File: src/rtl/pe_inst_decoder.sv
// PE-side receiver for the instruction-FIFO link: node filtering, packet decode
// into filter-row / ifmap-location commands, and ack-token credit handling.
module pe_inst_decoder #(
  parameter int         WIDTH   = 14,
  parameter logic [3:0] PE_NODE = 4'd0,
  parameter int         CNT_W   = 8
) (
  input  logic             clk,
  input  logic             rst,
  input  logic             in_valid,
  output logic             in_ready,
  input  logic [WIDTH+3:0] in_data,
  output logic             ack_valid,
  input  logic             ack_ready,
  output logic             cmd_valid,
  input  logic             cmd_ready,
  output logic             cmd_is_filter,
  output logic [2:0]       cmd_row,
  output logic [5:0]       cmd_x,
  output logic [5:0]       cmd_y,
  output logic             cmd_ts,
  input  logic             pe_set_done,
  output logic [CNT_W-1:0] set_count,
  output logic             node_err,
  output logic             proto_err
);

  typedef enum logic [1:0] {ACK, RECV, ISSUE} state_t;

  state_t state, state_n;

  logic [WIDTH-1:0] content;
  logic [3:0]       node;
  logic             in_hs, ack_hs, cmd_hs;
  logic             node_ok, new_set;
  logic             credit, done_pend;

  assign content = in_data[WIDTH+3:4];
  assign node    = in_data[3:0];
  assign node_ok = (node == PE_NODE);
  assign new_set = (content[1:0] == 2'b00);
  assign in_hs   = in_valid & in_ready;
  assign ack_hs  = ack_valid & ack_ready;
  assign cmd_hs  = cmd_valid & cmd_ready;

  always_ff @(posedge clk) begin
    if (rst) state <= ACK;
    else     state <= state_n;
  end

  // Return to ACK only once the PE has finished the set and its credit is spent.
  always_comb begin
    state_n = state;
    case (state)
      ACK: begin
        if (ack_hs) state_n = RECV;
      end
      RECV: begin
        if (in_hs && node_ok)                   state_n = ISSUE;
        else if (!in_hs && done_pend && !credit) state_n = ACK;
      end
      ISSUE: begin
        if (cmd_hs) state_n = (done_pend && !credit) ? ACK : RECV;
      end
      default: state_n = ACK;
    endcase
  end

  always_comb begin
    ack_valid = (state == ACK);
    in_ready  = (state == RECV);
    cmd_valid = (state == ISSUE);
  end

  always_ff @(posedge clk) begin
    if (rst) begin
      credit        <= 1'b0;
      done_pend     <= 1'b0;
      set_count     <= '0;
      node_err      <= 1'b0;
      proto_err     <= 1'b0;
      cmd_is_filter <= 1'b0;
      cmd_row       <= '0;
      cmd_x         <= '0;
      cmd_y         <= '0;
      cmd_ts        <= 1'b0;
    end else begin
      if (ack_hs) begin
        credit    <= 1'b1;
        set_count <= set_count + 1'b1;
      end
      // A completion arriving alongside the ack must not be lost.
      if (pe_set_done)  done_pend <= 1'b1;
      else if (ack_hs)  done_pend <= 1'b0;

      if (in_hs) begin
        if (!node_ok) begin
          node_err <= 1'b1;
        end else begin
          cmd_is_filter <= content[0];
          cmd_row       <= content[0] ? content[3:1] : 3'd0;
          cmd_x         <= content[0] ? 6'd0 : content[13:8];
          cmd_y         <= content[0] ? 6'd0 : content[7:2];
          cmd_ts        <= content[0] ? 1'b0 : content[1];
          if (new_set) begin
            credit <= 1'b0;
            if (!credit) proto_err <= 1'b1;
          end
        end
      end
    end
  end

endmodule

File: config.mk
export PLATFORM = sky130hd
export DESIGN_NAME = pe_inst_decoder
export DESIGN_NICKNAME = d
export VERILOG_FILES = /design/src/rtl/pe_inst_decoder.sv
export SDC_FILE = /design/constraint.sdc
export NUM_CORES = 1
export LEC_CHECK = 0
export CAP_MARGIN = 5
export CORE_ASPECT_RATIO = 1.2
export CORE_MARGIN = 1
export CORE_UTILIZATION = 45
export DETAILED_ROUTE_END_ITERATION = 10
export GPL_TIMING_DRIVEN = 0
export PLACE_DENSITY = 0.8
export SLEW_MARGIN = 0
export SYNTH_ARGS = -nofsm -noshare
export SYNTH_HDL_FRONTEND = slang
export SYNTH_SLANG_ARGS = --single-unit
File: constraint.sdc
create_clock -name clk -period 4.3 [get_ports clk]
set_input_delay 0.86 -clock clk [delete_from_list [all_inputs] [get_ports clk]]
set_output_delay 0.86 -clock clk [all_outputs]
set_load 0.01 [all_outputs]
==> results of run 1 <==
layer usage:
metal | up-vias | GRT usage, %
met1 | 708 | 26.9
li1 | 687 | -
met3 | 7 | 7.65
met4 | 0 | 9.65
met5 | - | 0
met2 | 54 | 46.8
metrics by stage:
step	instances	setup slack, ns
floorplan	154	2.23
finish	249	1.82
global route	249	1.68
detailed placement	241	1.49
global placement	241	1.54
CTS	249	1.82
final cells by class:
cell class | count | area, um^2 | area share [%]
Buffer | 13 | 52.6 | 2.65
Clock buffer | 6 | 51.3 | 2.58
Clock inverter | 2 | 35.0 | 1.76
Inverter | 4 | 15.0 | 0.756
Multi-Input combinational cell | 106 | 638 | 32.1
Sequential cell | 31 | 621 | 31.3
Tap cell | 34 | 42.5 | 2.14
Timing Repair Buffer | 53 | 531 | 26.7
where the power goes:
group / switching (mW) / internal, mW / total [mW] / leakage (nW)
clock: 0.101 / 0.137 / 0.238 / 0.0482
sequential: 0.00546 / 0.292 / 0.298 / 0.251
combinational: 0.0354 / 0.0381 / 0.0735 / 0.356
total: 0.142 / 0.468 / 0.610 / 0.656
worst max-delay path: stages (launching register included):
cell	delay, ns
dfxtp_1	0.45
nor2b_1	0.26
clkdlybuf4s50_1	0.58
cell usage after synthesis, drive strengths merged:
| cell | number |
|---|---|
| mux2 | 1 |
| o21a | 1 |
| nor3 | 1 |
| a31oi | 2 |
| nor3b | 1 |
| mux2i | 1 |
| a2111oi | 1 |
| or4 | 3 |
| a21oi | 25 |
| o31ai | 2 |
| nand2 | 4 |
| nand3 | 4 |
| nor2b | 2 |
| or3 | 3 |
| a22oi | 1 |
| or3b | 1 |
| dfxtp | 31 |
| nor4 | 3 |
| clkbuf | 10 |
| nand4b | 13 |
| o21ai | 20 |
| and3b | 1 |
| nor2 | 9 |
| buf | 3 |
| a211oi | 1 |
| nand3b | 1 |
| inv | 4 |
| xor2 | 1 |
| nand4 | 3 |
| ha | 1 |
path summary, 6_finish.rpt:
kind                 start            to  cells after the start
hold reg to reg   cmd_x[2]      cmd_x[2]                      2
setup / recovery  state[1]     cmd_valid                      2
setup reg to reg  state[1]  set_count[7]                      4
hold / removal    cmd_x[2]      cmd_x[2]                      2
registers in the layout, summed over array words and instances (netlist names), 2 cells and up:
register,flops
set_count,8
cmd_x,6
cmd_y,6
cmd_row,3
state,2
kinds of logic after synthesis:
family	count (synthesis)	share of synthesized area, %
compound gates	53	21.4
xor+xnor	1	0.660
fa+ha+maj	1	0.943
buf+inv	17	5.09
flops	31	46.8
mux	2	1.60
simple gates	49	23.5
==> results.txt, run 1 <==
The via count of the first global-routing pass is between 1,000 and 1,500. The post-layout utilization of the core came out at 71.3%. The routed wire length on met2 is 2010 um. The category of the critical setup timing path is register to output pin. The relative slew slack came out at ~66%.

In the finished design, the share of the clock period the worst path needs comes to 57.7%. The register-to-register path setup slack is ~2.6 ns. The post-synthesis cell type count came out at 33.

The cell leakage power is about 0.66 nW. The post-route clock skew is 0.00930 ns. The post-detailed-placement half-perimeter wirelength came out at 2810 um. Max-cap violations in this run came to 0. Entering global routing, the biggest net connects 11 pins. The number of filler instances in the final layout is 235. The post-synthesis instance area is about 1300 um^2. After global routing the overflow that remains totals 0. The average size of a mapped cell is between 8 and 9 um^2.

The synthesis-to-finish area growth is 49.7%. The largest total area in the synthesized netlist belongs to dfxtp_1. The total count of hold-check failures in the final report came out at 0.

In this run the number of H-tree levels came out at 2. The timing-limited maximum frequency came out at 403 MHz. 54 I/O pins were placed. The warning count from the yosys run is 0. The arrival time at the worst endpoint is roughly 1.6 ns. The overall track demand over capacity in global routing is about a quarter. The final setup violation count is 0. The total design power is roughly 610 uW. The time the final worst path needs with I/O delays and setup came out at between 2 and 2.5 ns. The post-detailed-route DRC marker count came out at 0. The count of buffers added by post-CTS timing repair for setup is 0.

The topmost layer with routed signal wires is met4. The remaining antenna violation count after routing came out at 0. The data required time at the worst endpoint came out at 3.44 ns.

In this run, synthesis produced a sequential element count of 31. The top cell type's share of synthesized area came out at 46.8%. The sequential fraction of the synthesis area came out at between 40% and 50%. The initial utilization of the core area, before any placement, comes to a little under half. The vertical die dimension is 61.5 um. The final count of pins violating max slew came out at 0.

The peak fanout along the critical path came out at 8. The count of inserted antenna diode cells came out at 0. The aggregate negative setup slack is 0 ns. The latest clock arrival within the worst-skew pair is approximately 0.34 ns. The die width is about 52 um.

The power per unit of standard cell area is roughly 310 nW/um^2. After detailed placement, the total cell area comes to between 1500 and 2000 um^2. In this run the clock root is driven by a clkbuf_4. In the layout the commonest cells are clkdlybuf4s50_1 (53), dfxtp_1 (31), a21oi_1 (25). Leaving out fill and tap cells, the most frequent cell in the layout is clkdlybuf4s50_1.

The number of hold buffers added after CTS is 0. The total via count after detailed routing came out at between 1,000 and 1,500. Ranked by total cell area, the synthesized netlist is headed by dfxtp_1 (47%), a21oi_1 (9.4%), nand4b_1 (8.6%), o21ai_0 (7.2%), clkbuf_1 (2.5%). The net count of the mapped netlist is around 180. The peak supply drop is approximately 240 uV.

In the final routed layout, each cell accounts on average for approximately 15 um. The worst min-delay path category is register to register. The cell area after layout came out at between 1500 and 2000 um^2.

Counting every sink on the clock net gives 31. The vias per cell came out at approximately 6. The cell count after synthesis came out at 154. Routability-driven placement finished with a final weighted congestion of 0.741. Setup repair after global routing left no endpoint under its margin.

The detailed router's first-iteration violation count is 56. For this block, the routed nets add up to 3780 um of wire. The CTS tree is yes. The number of resized instances in the post-cts repair step is 0. The number of CTS-inserted buffers is 5. The count of nets after finishing is roughly 240. Cells with a size suffix above 1 make up under 10% of the layout.

The post-CTS clock slew at the launch and capture registers of the worst setup and hold paths came out at roughly 0.090 ns. At the pin with the least slew margin, the transition time is between 0.5 and 0.6 ns. In this run the deepest clock path goes through 2 buffers. The initial antenna violation count is 0. During placement, the flow inserted port buffers numbering 53. The startpoint type of the worst setup path is a register. The placement row count came out at 21. The area of the die came out at approximately 3200 um^2. The flow ran to the end, and the final reports show no timing, DRC or antenna violations. The worst slack on hold paths is 0.479 ns. The worst setup path is captured at an output pin. The first TritonRoute pass finished after 4 iterations. The total routed wire length on the met1 layer came out at around 1500 um.

The wire length of the first global-routing pass came out at slightly below 6000 um. The total length of routed met3 wires came out at approximately 230 um. The area of the core region came out at between 2000 and 3000 um^2.
Power figures use the tool's default switching activity.
==> run 2: changes to the inputs <==
- CORE_UTILIZATION: 45 -> 38
- PLACE_DENSITY: 0.8 -> 0.72
- clock period: 4.3 -> 2.15 ns (I/O delays scaled with it)
==> run 2 against run 1 <==
Total power rose by 120%. Combinational power rose by 99%. Die area rose by 18%. Setup slack got worse by 1.7 ns. First-iteration DRC count rose by 11%. Non-clock buffer count fell by 1. Worst hold slack got worse by 0.012 ns. Register-to-register slack got worse by 2.1 ns. Via count fell by 4.7%. Clock power rose by 150%. Critical path type is now input pin to register.
==> results.txt, run 2 (synthesized netlist as in run 1, its figures left out) <==
The area of the die is ~3700 um^2. The slowest stage of the critical path belongs to the cell or4_1. In the final layout, the share of cells above drive strength 1 is ~5.6%. By startpoint and endpoint, the worst setup path is classified as input pin to register.

For this run, global-route usage on met1 was measured as about a quarter. Summing all placed instances gives a cell area of 1900 um^2. The critical path capture point type is a register. The post-layout utilization of the core came out at approximately three fifths. The met3 usage is under 10%. The routed wire length came out at between 3000 and 4000 um. The largest net degree at the start of global routing came out at 11. The peak supply drop came out at between 400 and 500 uV. The time the final worst path needs with I/O delays and setup came out at ~2.0 ns. In the layout the commonest cells are clkdlybuf4s50_1 (53), dfxtp_1 (31), a21oi_1 (25). The kind of cell with the highest combined delay along the critical path is buffers and inverters. The startpoint type of the worst setup path is an input pin. The count of inserted antenna diode cells came out at 0. The path class of the tightest hold or removal check is register to register. The CTS tree is yes. The most prevalent standard cell on the critical path is clkbuf_1. Input and output buffers added on the ports amount to 53.

The total design power is roughly 1.3 mW. The post-CTS clock slew at the launch and capture registers of the worst setup and hold paths is 0.06 ns. The vias per cell came out at between 5 and 6.

After detailed routing, the average wire length per cell comes to about 15 um. The count of nets after finishing is around 240. The arrival time at the worst endpoint is approximately 2.2 ns. Along the worst path, the maximum fanout reaches 10. The largest register by flop count is set_count. The highest cell delay on the worst timing path is between 0.5 and 0.6 ns.

The wire length of the first global-routing pass came out at slightly above 6000 um. The post-route clock skew came out at ~0.0045 ns. The cell leakage power came out at around 0.67 nW.

The max-capacitance violation count is 0. The initial cell density of the core came out at 39.7%. The buffers plus inverters on the worst setup path is 3. The critical path goes through clkdlybuf4s50_1 -> or4_1 -> clkbuf_1 -> clkbuf_1 -> o21ai_0 -> a21oi_1. The post-detailed-route DRC marker count came out at 0. The library cell used most frequently in the layout, excluding fill and tap cells, is clkdlybuf4s50_1. The vertical die dimension is 66.7 um.

The final setup violation count is 0. In this run the power density over the cells is 663 nW/um^2. The timing-limited maximum frequency is about 500 MHz.

The actual transition at the worst max-transition pin came out at 0.461 ns. The count of nets left with antenna violations once routing finished came out at 0. In the global route stage, met2 resource usage came out at approximately 37%. The largest registers in the layout are set_count: 8 flops, cmd_x: 6 flops, cmd_y: 6 flops. The via count of the first global-routing pass is approximately 1,400. The fraction of the cycle the final worst path needs is between 90% and 100%.

The number of search-and-repair iterations in the first detailed-routing pass came out at 4. The number of flip-flops in the largest register came out at 8. The total count of hold-check failures in the final report was 0. The tree is rooted in a clkbuf_8. The first routing iteration left 62 violations. The total via count after detailed routing is 1,388. The latest clock arrival within the worst-skew pair came out at about 0.29 ns. The die width is 55.9 um. The post-detailed-placement half-perimeter wirelength is between 2000 and 3000 um. Global routing used a little over a fifth of the available tracks.

Setup repair after global routing left no endpoint under its margin. For this run the aggregate overflow at the end of global routing stands at 0. The flow ran to the end, and the final reports show no timing, DRC or antenna violations.

The final count of pins violating max slew came out at 0. The placement row count is 23. In this run the most used layer during global routing was met2. Counting along the longest clock path gives a buffer depth of 2. The data required time at the worst endpoint is 2.31 ns. The routability congestion estimate is 0.826. TritonCTS created 5 clock buffers. The synthesis-to-finish area growth came out at 52.1%. The initial antenna violation count is 0.

The cell area after layout is 2020 um^2. The area of the core region came out at about 3300 um^2. The worst slack on hold paths came out at around 0.47 ns.

The CTS sink count came out at 31. between 50 and 60 I/O pins were placed. The H-tree was split into 2 levels. The relative slew slack came out at slightly below 70%.
run 2: cell types whose count changed in the layout (fill, tap and decap cells not counted):
| cell | change |
|---|---|
| buf_1 | -1 |
| clkbuf_8 | +5 |
| clkbuf_4 | -5 |
run 2: power breakdown:
group          leakage, nW  switching [mW]  internal, mW
Clock               0.0612           0.220         0.375
Sequential           0.251          0.0105         0.585
Combinational        0.355          0.0700        0.0759
run 2: cell type report:
| class | instances | area [um^2] |
|---|---|---|
| Tap cell | 37 | 46.3 |
| Multi-Input combinational cell | 106 | 638 |
| Buffer | 12 | 48.8 |
| Inverter | 4 | 15.0 |
| Clock inverter | 2 | 35.0 |
| Fill cell | 296 | 1320 |
| Clock buffer | 6 | 82.6 |
| Timing Repair Buffer | 53 | 531 |
| Sequential cell | 31 | 621 |
run 2: routing by layer:
layer / wire (um) / up-vias
met5: 0 / -
met4: 84 / 0
met3: 161 / 10
met2: 1910 / 37
met1: 1580 / 655
li1: - / 686
run 2: worst reg2reg max path, cell delays in order, from the launching register on:
cell,delay (ns)
dfxtp_1,0.37
or3b_1,0.38
clkbuf_2,0.15
nor4_1,0.31
mux2_2,0.36
run 2: final timing paths:
check	from	end	slack, ns	cells past startpoint
hold reg to reg	node_err	node_err	0.47	2
hold / removal	node_err	node_err	0.47	2
setup reg to reg	state[1]	set_count[7]	0.47	4
setup / recovery	in_data[1]	cmd_row[0]	0.13	6
run 2: per-stage QoR:
stage	setup WS [ns]	std cells	TNS (ns)
3_5_place_dp	-0.191	244	-2.18
6_report	0.135	251	0
2_1_floorplan	0.505	154	0
4_1_cts	0.109	252	0
3_3_place_gp	-0.178	244	-1.91
5_1_grt	0.00496	251	0
run 2: repair_timing:
action                                  4_1_cts  5_1_grt
setup buffers                                 0        0
gates resized for setup                       0        0
endpoints found under the setup margin        0        8
hold buffers                                  0        0
==> run 3: changes to the inputs <==
- SKIP_CTS_REPAIR_TIMING: default -> 1
==> results of run 3 <==
No change in the layout: final DEF, timing and power equal those of run 2.
